### src/rtl/rev_counter_n.sv
// Reversible N-digit hex/BCD counter with integrated prescaler, load,
// and wrap/saturate boundary handling. All outputs are registered.
module rev_counter_n #(
    parameter int DIGITS   = 4,
    parameter int BCD      = 0,
    parameter int DIV      = 10_000_000,
    parameter int DIV_BITS = 24,
    localparam int W       = 4 * DIGITS
) (
    input  logic         clk,
    input  logic         rst,
    input  logic         en,
    input  logic         s,
    input  logic         sat,
    input  logic         load,
    input  logic [W-1:0] din,
    output logic [W-1:0] cnt,
    output logic         Rc,
    output logic         tick
);

    localparam logic [W-1:0]        MAX  = (BCD != 0) ? {DIGITS{4'h9}} : {W{1'b1}};
    localparam logic [DIV_BITS-1:0] TERM = DIV_BITS'(DIV - 1);

    logic [DIV_BITS-1:0] presc;
    logic                terminal;
    logic                at_bound;
    logic [W-1:0]        stepped;

    // Only ever called below MAX, so the top digit never overflows.
    function automatic logic [W-1:0] inc_val(input logic [W-1:0] v);
        logic [W-1:0] r;
        logic         c;
        if (BCD == 0) return v + W'(1);
        r = v;
        c = 1'b1;
        for (int i = 0; i < DIGITS; i++) begin
            if (c) begin
                if (v[4*i +: 4] == 4'd9) begin
                    r[4*i +: 4] = 4'd0;
                end else begin
                    r[4*i +: 4] = v[4*i +: 4] + 4'd1;
                    c = 1'b0;
                end
            end
        end
        return r;
    endfunction

    function automatic logic [W-1:0] dec_val(input logic [W-1:0] v);
        logic [W-1:0] r;
        logic         b;
        if (BCD == 0) return v - W'(1);
        r = v;
        b = 1'b1;
        for (int i = 0; i < DIGITS; i++) begin
            if (b) begin
                if (v[4*i +: 4] == 4'd0) begin
                    r[4*i +: 4] = 4'd9;
                end else begin
                    r[4*i +: 4] = v[4*i +: 4] - 4'd1;
                    b = 1'b0;
                end
            end
        end
        return r;
    endfunction

    // Keeps the BCD invariant: a loaded digit above 9 becomes 9.
    function automatic logic [W-1:0] clamp_val(input logic [W-1:0] v);
        logic [W-1:0] r;
        r = v;
        if (BCD != 0) begin
            for (int i = 0; i < DIGITS; i++) begin
                if (v[4*i +: 4] > 4'd9) r[4*i +: 4] = 4'd9;
            end
        end
        return r;
    endfunction

    always_comb begin
        // NOTE: every signal gets a value on every path through this block,
        // otherwise synthesis infers a latch to hold the old value.
        terminal = en && (presc == TERM);
        at_bound = s ? (cnt == '0) : (cnt == MAX);
        stepped  = s ? dec_val(cnt) : inc_val(cnt);
        if (at_bound) begin
            stepped = sat ? cnt : (s ? MAX : '0);
        end
    end

    always_ff @(posedge clk) begin
        // NOTE: registers use non-blocking assignments so every flop samples
        // the pre-edge values regardless of statement order.
        if (rst) begin
            cnt   <= '0;
            presc <= '0;
            Rc    <= 1'b0;
            tick  <= 1'b0;
        end else if (load) begin
            cnt   <= clamp_val(din);
            presc <= '0;
            Rc    <= 1'b0;
            tick  <= 1'b0;
        end else begin
            tick <= terminal;
            Rc   <= terminal && at_bound;
            if (terminal) begin
                presc <= '0;
                cnt   <= stepped;
            end else if (en) begin
                presc <= presc + DIV_BITS'(1);
            end
        end
    end

endmodule
### config.mk
export PLATFORM = sky130hd
export DESIGN_NAME = rev_counter_n
export DESIGN_NICKNAME = d
export VERILOG_FILES = /design/src/rtl/rev_counter_n.sv
export SDC_FILE = /design/constraint.sdc
export NUM_CORES = 1
export LEC_CHECK = 0
export BUFFER_PORTS_ARGS = -buffer_cell sky130_fd_sc_hd__buf_2
export CORE_ASPECT_RATIO = 0.5
export CORE_MARGIN = 5
export CORE_UTILIZATION = 35
export DETAILED_ROUTE_END_ITERATION = 10
export GPL_TIMING_DRIVEN = 1
export SYNTH_ARGS = -nofsm -noshare
export SYNTH_HDL_FRONTEND = slang
export SYNTH_SLANG_ARGS = --single-unit
### constraint.sdc
create_clock -name clk -period 2.8 [get_ports clk]
set_input_delay 0.14 -clock clk [delete_from_list [all_inputs] [get_ports clk]]
set_output_delay 0.14 -clock clk [all_outputs]
set_load 0.005 [all_outputs]
# Yosys cells after proc, flatten, opt, wreduce, memory -nomap -nowiden
# Index checks and enable logic that the tools add are counted.
[totals]
elab_cells = 24
mem_bits_ro = 0
in_bits = 22
mem_bits_rw = 0
latchBits = 0
ff_bits = 42
memories = 0
[op_classes]
reduce_logical = 7
n_mux = 7
magnitude_cmp = 0
add_sub_neg = 3
n_bitwise = 0
n_shift = 0
mul = 0
n_eq_ne = 3
div = 0
[op_table]
columns = ["cell", "n"]
rows = [
  ["2-to-1 mux 16 bit", 6],
  ["adder 24 x 1 -> 24 bit, second input constant", 1],
  ["equality test 24 bit, second input constant", 1],
  ["adder 16 x 1 -> 16 bit, second input constant", 1],
  ["equality test 16 bit, second input constant", 1],
  ["zero test 16 bit", 1],
  ["subtractor 16 x 1 -> 16 bit, second input constant", 1],
  ["!= test 3 bit, second input constant", 1],
  ["OR reduction 3 bit", 1],
  ["logical AND 1 bit", 2],
  ["AND reduction 2 bit", 1],
  ["nonzero test 2 bit", 1],
  ["OR reduction 2 bit", 1],
  ["2-to-1 mux 1 bit", 1],
]

# Longest topological paths before layout
[logic_depth]
ltp_word = 5
depth_mapped = 8
depth_no_buf = 7

# Worst setup path after synthesis
# Ideal clock, no wire load.
[synth_path]
path_type = "register to register"
start = "register cnt[0]"
end = "register cnt[14]"
required_ns = 2.673
t_arrival_ns = 1.949
path_buffers = 0
stages_incl_launch_ff = 8
setup_ns = 0.127
period_less_slack_ns = 2.076
slack_ns = 0.724
cell_sequence = "dfxtp_1 > fa_1 > a21o_1 > a311o_1 > nor4b_1 > o211a_1 > o21ai_0 > a31oi_1"
[synth_between]
elab_chain_len = 5
word_cells_on_any_way = 11
cone_classes = "2 x add/sub; 2 x eq/ne; 5 x mux; 2 x reduce/logical"
[synth_rtl]
columns = ["element", "line", "rtl"]
rows = [
  ["start: declaration", "17", "output logic [W-1:0] cnt,"],
  ["start signal: assignment", "101", "cnt <= clamp_val(din);"],
  ["start signal: assignment", "110", "cnt <= stepped;"],
  ["adder 16 x 1 -> 16 bit (tied with other cells)", "34", "if (BCD == 0) return v + W'(1);"],
  ["2-to-1 mux 16 bit / 2-to-1 mux 1 bit (equally long branches)", "86, 85", ""],
  ["2-to-1 mux 16 bit", "87", "if (at_bound) begin"],
  ["2-to-1 mux 16 bit", "108", "if (terminal) begin"],
  ["2-to-1 mux 16 bit", "100", "end else if (load) begin"],
]
# Parallel ways exist; a longest one is shown, timed or not. The select of a mux whose other input is x is not followed.
# A chain may end at the register's enable or synchronous reset.

# Final worst setup path
# Same ends and word-level chain as after synthesis.

==> impl_metrics.toml <==
[worst_hold_path]
hp-class = "input pin to flop"
min_path_cells = 2

[place]
dp_worst_setup_slack_ns = 0.461
dp_hpwl_mm = 5.15
routabilityCongestion = 0.867
portBuffers = 39
placed_cell_area_sq_um = 3050
place_inst = 475

[grt]
grt.total_usage_pct = 14.8
grt_max_degree = 25
antenna_found_initial = 0
grt_pass1_wl_mm = 11.9
overflow = 0
grt_pass1_vias = 2536

[setup_path]
startpoint_type = "flop"
cpLargestDelayFamily = "compound AO/OA/AOI/OAI gates"
cp.depth = 7
r2r_cells = 7
crit_fanout = 8
cpMaxStageDelayCell = "fa_1"
path_buf_inv = 0
path_class = "flop to flop"
required_ns = 2.97
regToRegSetupSlack_ns = 0.51
worstPathCellList = "fa_1 > a21o_1 > a311o_1 > nor4b_1 > o211a_1 > o21ai_0 > a31oi_1"
slowest_delay_ns = 0.46
arrival_ns = 2.46
crit_path_end_kind = "flop"

[cells_and_area]
syn2layout_area_growth_pct = 16.9
final-instance-count-excl-fill = 483
design_area_sq_um = 3190
drive_gt1_share_pct = 17.1
final_nets = 412
antenna_cells = 0

[route]
drt_iter0_markers = 192
wl_per_cell_um = 14.6
drtPass1Iterations = 5
ant_nets = 0
via_per_inst = 5.33
drc = 0
drt_wl_total_mm = 7.05
dr_total_vias = 2573

[clock_tree]
numCtsBuffers = 5
cts_max_level = 2
cts_num_sinks = 42
post_cts_resized = 0
postCtsHoldBufs = 0
insertion_delay_ns = 0.28
cts_tree = "built"
post_cts_buffers = 0
clockBufferDepth = 2
clk_pin_slew_ns = 0.06
clock-root-buffer = "clkbuf_16"

[yosys]
ys_warn_count = 0
seq_area_frac_synth_pct = 30.8
synth_area_sq_um = 2730
syn_avg_cell_area_sq_um = 8.15
synth-edff-count = 0
synthArstFlopShare_pct = 0
ys_seq_elements = 42
ys_types = 56
synth_flop_cell = "dfxtp_1"
syn_inst = 335
syn_nets = 373

[floorplan]
fp.dieArea_sq_um = 9770
pin_count = 40
start_util_pct = 36.6
chipHeight_um = 72.5
dieWidth_um = 135
row_count = 22
coreArea_sq_um = 7460

[timing]
relSlewSlack_pct = 63.7
setup_viol = 0
hold_viol_final = 0
finClkSkew_ns = 0.00279
slew_viol_final = 0
rsz0062_at_grt = "no"
fmax_ghz = 0.437
post-route-min-period_ns = 2.29
finalSetupTns_ns = 0
setup_slack_ns = 0.511
period_share_pct = 81.7
worst_pin_slew_ns = 0.543

[power_and_ir_drop]
powerDensity_nw_per_um2 = 477
ir_drop_mv = 0.244
power_mw = 1.52
p_leak_nw = 1.28

[status]
outcome = "finished, final reports clean"

[flow_run]
cap_violations = 0
synthesized netlist by cell type, types with 2 or more instances:
cell	count	area (sq um)
nand2_1	25	93.8
and4_1	2	17.5
xnor2_1	18	158
nand2b_1	3	18.8
o21bai_1	2	15.0
nor3b_1	2	15.0
or3_1	2	12.5
clkbuf_1	6	22.5
nor2_1	42	158
a21oi_1	18	90.1
nor4_1	4	25.0
a41oi_1	2	17.5
o21ai_0	19	95.1
o221ai_1	5	43.8
nand3_1	17	85.1
nor2_2	4	25.0
nand4_1	8	50.1
ha_1	15	188
a21boi_0	2	15.0
a31o_2	3	26.3
inv_1	7	26.3
a21o_1	5	37.5
mux2i_1	4	40.0
and3_1	6	37.5
nor4b_1	4	35.0
a211oi_1	7	52.6
nor3_1	13	65.1
a31oi_1	4	25.0
xor2_1	14	123
o21a_1	2	15.0
o211a_1	2	20.0
dfxtp_1	42	841
buf_2	3	15.0
logic make-up (layout without fill, tap and decap cells):
kind of cell             Yosys count  count (layout)  share of synthesized area [%]
adder cells (fa/ha/maj)           16              16                           7.61
XOR/XNOR                          32              32                           10.3
multiplexers                       4               4                           1.47
AO/OA/AOI/OAI                     81              81                           19.9
AND/OR/NAND/NOR                  141             141                           27.1
flip-flops                        42              42                           30.8
buffers and inverters             19              59                           2.89
cell type report:
| class | instances | area (sq um) |
|---|---|---|
| clock buffer | 6 | 129 |
| sequential | 42 | 841 |
| fill | 736 | 4270 |
| timing repair buffer | 43 | 225 |
| multi-input combinational | 274 | 1820 |
| clock inverter | 2 | 13.8 |
| inverter | 8 | 30.0 |
| tap | 108 | 135 |
layout by cell type (no fill, tap or decap), types with 4 or more instances in the layout:
| cell | count |
|---|---|
| nand3_1 | 17 |
| nor2_2 | 4 |
| a211oi_1 | 7 |
| nor4b_1 | 4 |
| a31oi_1 | 4 |
| dfxtp_1 | 42 |
| nor3_1 | 13 |
| and3_1 | 6 |
| nand2_1 | 25 |
| a21oi_1 | 18 |
| a21o_1 | 5 |
| buf_2 | 39 |
| clkbuf_16 | 5 |
| nor2_1 | 42 |
| o21ai_0 | 19 |
| ha_1 | 15 |
| xor2_1 | 14 |
| o221ai_1 | 5 |
| xnor2_1 | 18 |
| inv_1 | 7 |
| mux2i_1 | 4 |
| nand4_1 | 8 |
| buf_4 | 4 |
layer usage:
layer / vias up / GRT usage [%] / part of all wire, %
li1: 1310 / - / -
met1: 1225 / 18.8 / 47
met2: 31 / 25.5 / 48
met3: 7 / 2.70 / 3.2
met4: 0 / 5.08 / 1.3
met5: - / 0 / 0
final timing paths:
path,start,end
setup / recovery,cnt[0],cnt[14]
hold / removal,rst,tick
setup reg to reg,cnt[0],cnt[14]
hold reg to reg,presc[22],presc[22]
flip-flops by register name, indices dropped and copies added, names as in the netlist:
register	count
cnt	16
Rc	1
tick	1
presc	24
metrics by stage:
stage | hold WS [ns] | utilization [%]
floorplan | 0.229 | -
finish | 0.0519 | 42.8
global route | 0.0536 | 42.8
CTS | 0.0518 | 42.8
global placement | 0.334 | 40.9
detailed placement | 0.352 | 40.9
power by group:
part / leakage (nW) / switching [mW] / internal, mW
Combinational: 0.865 / 0.172 / 0.133
Clock: 0.0708 / 0.244 / 0.331
Sequential: 0.342 / 0.0268 / 0.615
Total: 1.28 / 0.444 / 1.08
Power figures use the tool's default switching activity.
